==> config.mk <==
export PLATFORM = sky130hd
export DESIGN_NAME = s27_scan_seq
export DESIGN_NICKNAME = d
export VERILOG_FILES = /design/src/rtl/s27_scan_pkg.sv /design/src/rtl/s27_next_state.sv /design/src/rtl/s27_scan_seq.sv
export SDC_FILE = /design/constraint.sdc
export NUM_CORES = 1
export LEC_CHECK = 0
export CORE_MARGIN = 2
export CORE_UTILIZATION = 47
export DETAILED_ROUTE_END_ITERATION = 6
export PLACE_DENSITY = 0.76
export SYNTH_ARGS = -nofsm -noshare
export SYNTH_HDL_FRONTEND = slang
export SYNTH_SLANG_ARGS = --single-unit
==> constraint.sdc <==
create_clock -name clock -period 1.9 [get_ports clock]
set_clock_uncertainty 0.15 [all_clocks]
set_input_delay 0.19 -clock clock [delete_from_list [all_inputs] [get_ports clock]]
set_output_delay 0.19 -clock clock [all_outputs]
set_load 0.03 [all_outputs]
==> src/rtl/s27_scan_pkg.sv <==
// Shared types and constants for the s27 sequential core with scan access.
package s27_scan_pkg;

  typedef enum logic [2:0] {
    IDLE,
    LOAD,
    RUN,
    UNLOAD,
    DONE
  } scan_state_e;

  localparam int CHAIN_LEN   = 3;
  localparam int SHIFT_CNT_W = 2;
  localparam int RUN_CNT_W   = 4;

endpackage

==> src/rtl/s27_next_state.sv <==
// Combinational s27 core: primary output G17 and the next-state terms n11/n16/n21.
module s27_next_state (
  input  logic       g0_i,
  input  logic       g1_i,
  input  logic       g2_i,
  input  logic       g3_i,
  input  logic [2:0] state_i,
  output logic       g17_o,
  output logic       n11_o,
  output logic       n16_o,
  output logic       n21_o
);

  logic g5, g6, g7;
  logic n14, n15, n18;

  // state_i is packed {G7, G6, G5}
  assign {g7, g6, g5} = state_i;

  assign n14   = ~g0_i;
  assign n15   = ~((g6 & n14) | g3_i);
  assign n18   = ~((g6 & n14) | (~g1_i & ~g7));
  assign g17_o = n18 | g5 | n15;
  assign n16_o = ~(n18 | n15 | g5);
  assign n11_o = ~(n16_o | n14);
  assign n21_o = ~((~g7 & ~g1_i) | g2_i);

endmodule

==> src/rtl/s27_scan_seq.sv <==
// s27 state flops with a load/run/unload scan controller.
// Optional feature: define S27_CAPTURE_PARITY_EN to add the capture_parity output.
module s27_scan_seq
  import s27_scan_pkg::*;
#(
  parameter int CAPTURE_CYCLES = 1
) (
  input  logic       clock,
  input  logic       reset,
  input  logic       G0,
  input  logic       G1,
  input  logic       G2,
  input  logic       G3,
  input  logic       test_mode,
  input  logic       test_start,
  input  logic       scan_in,
  output logic       scan_out,
  output logic       test_busy,
  output logic       test_done,
  output logic       G17,
  output logic [2:0] state_q
`ifdef S27_CAPTURE_PARITY_EN
  ,
  output logic       capture_parity
`endif
);

  localparam logic [SHIFT_CNT_W-1:0] SHIFT_LAST = SHIFT_CNT_W'(CHAIN_LEN - 1);
  localparam logic [RUN_CNT_W-1:0]   RUN_LAST   = RUN_CNT_W'(CAPTURE_CYCLES - 1);

  scan_state_e            fsm_q, fsm_d;
  logic [2:0]             ff_q, ff_d;
  logic [SHIFT_CNT_W-1:0] shift_cnt_q, shift_cnt_d;
  logic [RUN_CNT_W-1:0]   run_cnt_q, run_cnt_d;
  logic                   n11, n16, n21;
  logic [2:0]             func_next, shift_next;

  s27_next_state u_core (
    .g0_i    (G0),
    .g1_i    (G1),
    .g2_i    (G2),
    .g3_i    (G3),
    .state_i (ff_q),
    .g17_o   (G17),
    .n11_o   (n11),
    .n16_o   (n16),
    .n21_o   (n21)
  );

  assign func_next  = {n21, n16, n11};
  // Shift toward G7 so the first bit loaded ends up in G7 and leaves first.
  assign shift_next = {ff_q[1], ff_q[0], scan_in};

  // NOTE: sequential state uses non-blocking assignments so every flop samples pre-edge values.
  always_ff @(posedge clock or posedge reset) begin
    if (reset) begin
      fsm_q       <= IDLE;
      ff_q        <= '0;
      shift_cnt_q <= '0;
      run_cnt_q   <= '0;
    end else begin
      fsm_q       <= fsm_d;
      ff_q        <= ff_d;
      shift_cnt_q <= shift_cnt_d;
      run_cnt_q   <= run_cnt_d;
    end
  end

  // NOTE: every comb output gets a default first so no path can infer a latch.
  always_comb begin
    fsm_d = fsm_q;
    if (!test_mode) begin
      fsm_d = IDLE;
    end else begin
      case (fsm_q)
        IDLE:    if (test_start) fsm_d = LOAD;
        LOAD:    if (shift_cnt_q == SHIFT_LAST) fsm_d = RUN;
        RUN:     if (run_cnt_q == RUN_LAST) fsm_d = UNLOAD;
        UNLOAD:  if (shift_cnt_q == SHIFT_LAST) fsm_d = DONE;
        DONE:    fsm_d = IDLE;
        default: fsm_d = IDLE;
      endcase
    end
  end

  always_comb begin
    shift_cnt_d = '0;
    run_cnt_d   = '0;
    // Counters restart on every state entry.
    if (fsm_d == fsm_q) begin
      if (fsm_q == LOAD || fsm_q == UNLOAD) shift_cnt_d = shift_cnt_q + SHIFT_CNT_W'(1);
      if (fsm_q == RUN)                     run_cnt_d   = run_cnt_q + RUN_CNT_W'(1);
    end

    ff_d = ff_q;
    if (!test_mode) begin
      ff_d = func_next;
    end else begin
      case (fsm_q)
        LOAD, UNLOAD: ff_d = shift_next;
        RUN:          ff_d = func_next;
        default:      ff_d = ff_q;
      endcase
    end
  end

  always_comb begin
    test_busy = (fsm_q == LOAD) || (fsm_q == RUN) || (fsm_q == UNLOAD);
    test_done = (fsm_q == DONE);
    scan_out  = ff_q[2];
    state_q   = ff_q;
  end

`ifdef S27_CAPTURE_PARITY_EN
  logic parity_q, parity_d;

  // Only a RUN that completes into UNLOAD captures; an aborted RUN keeps the old value.
  always_comb begin
    parity_d = parity_q;
    if (fsm_q == RUN && fsm_d == UNLOAD) parity_d = ^func_next;
  end

  always_ff @(posedge clock or posedge reset) begin
    if (reset) parity_q <= 1'b0;
    else       parity_q <= parity_d;
  end

  assign capture_parity = parity_q;
`endif

endmodule

==> flow_summary.toml <==
[run_status]
status = "completed"

[hold_path]
hp-class = "primary input to async pin"

[global_routing]
grt_pass1_wl_um = 2240
grt_overflow = 0
grtUsageTotal_pct = 16.7
grt_pass1_vias = 517
antenna_found_initial = 0
grt_max_degree = 13

[synthesis]
synth.area.top_cells = "dfrtp_1 44%, ha_1 5.5%, nor2_1 4.4%"
synth_seq_area_share_pct = 44.0
synth_area_um2 = 682
synthCells = 70
synth-seq-cells = 12
ys.flop_type = "dfrtp_1"
synth_top_area_cell = "dfrtp_1"
synth_cell_type_count = 31
synth_nets = 82
ys.warnings.count = 0
synthArstFlopShare_pct = 100
yosysTopAreaCellShare_pct = 44.0
synth-edff-count = 0
avgSynthCellArea_um2 = 9.74

[run]
maxCapViolCount = 0

[detailed_routing]
wl_um = 1220
vias = 536
ant_nets = 0
wl_per_cell_um = 11.9
drt_iter0_drc = 4
drc = 0
vias_per_cell = 5.20
dr.pass1.iters = 3

[place]
place.gp.congestion = 0.795
io_buffers = 15
hpwl_um = 940
placed_cell_area_um2 = 840
pre_cts_ws_ns = 0.131

[sta]
setup_ws_ns = 0.135
setup_viol = 0
tns_ns = 0
relSlewSlack_pct = 69.5
slew_violations = 0
max_freq_mhz = 566
grt_setup_unrepaired = "no"
finalCritPeriodShare_pct = 92.9
finalCriticalPeriod_ns = 1.77
final_hold_viol_count = 0
hold_ws_ns = 0.0702
tightest_slew_ns = 0.452

[finish]
n_fill_cell = 115
area_growth_pct = 28.6
ff_latch_area_um2 = 300
final_nets = 101
fin_area_um2 = 877
multi_input_area_um2 = 339
drive_gt1_share_pct = 13.6
n_antenna_cell = 0

[setup_path]
critPathKind = "register to primary output"
path_buf_inv = 1
cp.arrival_ns = 1.43
worstPathRequired_ns = 1.56
cp-end-kind = "primary output"
cp-start-kind = "register"
cp_slowest_stage_delay_ns = 0.71
cp_cell_sequence = "clkdlybuf4s50_1"
critPathMaxFanout = 6
slowest_stage = "clkdlybuf4s50_1"
cp_top_family = "buffers and inverters"

[clock_tree]
cts_tree = "done"
cts-root-buf = "clkbuf_4"
post_cts_resized = 1
clkSlewWorstSetupHoldPaths_ns = 0.08
clock-sinks = 12
clk_latency_ns = 0.27
cts_buffers = 3
htreeDepth = 1
post_cts_buffers = 0
cts_hold_buf = 0
ctsLongestPathBuffers = 2

[floorplanning]
boundaryPins = 16
fp-row-count = 13
die-area_mm2 = 0.00177
die_h_um = 42.1
fp.dieW_um = 42.1
start_util_pct = 51.1
core_mm2 = 0.00133

[power]
peakVddDrop_mv = 0.563
p_leak_nw = 0.405
power.density_mw_per_mm2 = 721
worst reg2reg max path, cell delays in order, from the launching register on:
cell and delay (ns):
dfrtp_1 0.47, nor2b_2 0.22, nand2_1 0.13, and3_1 0.19, a311o_1 0.26
metal layers:
layer / share of wire, % / global-route usage, %
met1: 48 / 22.8
met2: 46 / 25.0
met3: 5.9 / 6.47
met4: 0 / 3.75
met5: 0 / 0
area by class of cell:
cell class / instances / area share [%]
Timing Repair Buffer: 17 / 18.7
Clock buffer: 4 / 4.14
Tap cell: 15 / 2.14
Multi-Input combinational cell: 50 / 38.7
Inverter: 5 / 2.14
Sequential cell: 12 / 34.2
cell families after synthesis:
| kind of cell | share of synthesized area, % |
|---|---|
| compound gates | 11.0 |
| xor+xnor | 2.57 |
| fa+ha+maj | 5.51 |
| buf+inv | 6.24 |
| flops | 44.0 |
| mux | 1.47 |
| simple gates | 29.2 |
final timing paths:
path / cells after the start / end / slack, ns / from
worst max-delay path: 1 / state_q[0] / 0.13 / state_q[0]
worst min-delay path: 2 / run_cnt_q[2] / 0.07 / reset
worst max register to register: 4 / state_q[1] / 0.37 / fsm_q[2]
worst min register to register: 1 / shift_cnt_q[0] / 0.29 / shift_cnt_q[0]
max in group asynchronous: 2 / run_cnt_q[1] / 1.21 / reset
min in group clock: 1 / shift_cnt_q[0] / 0.29 / shift_cnt_q[0]
report_power, final:
| part | internal, mW | leakage [nW] | total (mW) | switching (mW) |
|---|---|---|---|---|
| logic | 0.0701 | 0.223 | 0.149 | 0.0784 |
| clock network | 0.116 | 0.0210 | 0.200 | 0.0841 |
| registers | 0.269 | 0.161 | 0.283 | 0.0142 |
| total | 0.456 | 0.405 | 0.633 | 0.177 |
synthesized netlist by cell type, types with 2 or more instances:
master    count
nor3_1        4
dfrtp_1      12
nor3b_1       2
a211oi_1      2
nand3b_1      2
nand2_1       5
ha_1          3
xor2_1        2
nand2b_1      2
nor2b_1       3
nor3b_2       2
inv_1         5
nor2_1        8
cells in the final DEF (no fill, tap or decap), drive strengths merged, types with 2 or more instances in the layout:
cell / count
nor2: 9
inv: 5
buf: 3
a211oi: 3
nand2: 5
xor2: 2
clkdlybuf4s50: 12
nand3b: 2
nor3: 4
clkbuf: 4
nor2b: 4
ha: 3
dfrtp: 12
nor3b: 4
nand2b: 2
sequential cells by signal, summed over array words and instances (netlist names):
signal,count
fsm_q,3
run_cnt_q,4
shift_cnt_q,2
state_q,3
per-stage QoR:
| step | power, mW | util, % | std cells |
|---|---|---|---|
| 2_1_floorplan | 0.378 | - | 70 |
| 3_3_place_gp | 0.437 | 62.9 | 99 |
| 3_5_place_dp | 0.438 | 62.9 | 99 |
| 4_1_cts | 0.642 | 65.6 | 103 |
| 5_1_grt | 0.672 | 65.8 | 103 |
| 6_report | 0.633 | 65.8 | 103 |
Note: power is estimated with default switching activity, not from simulation.
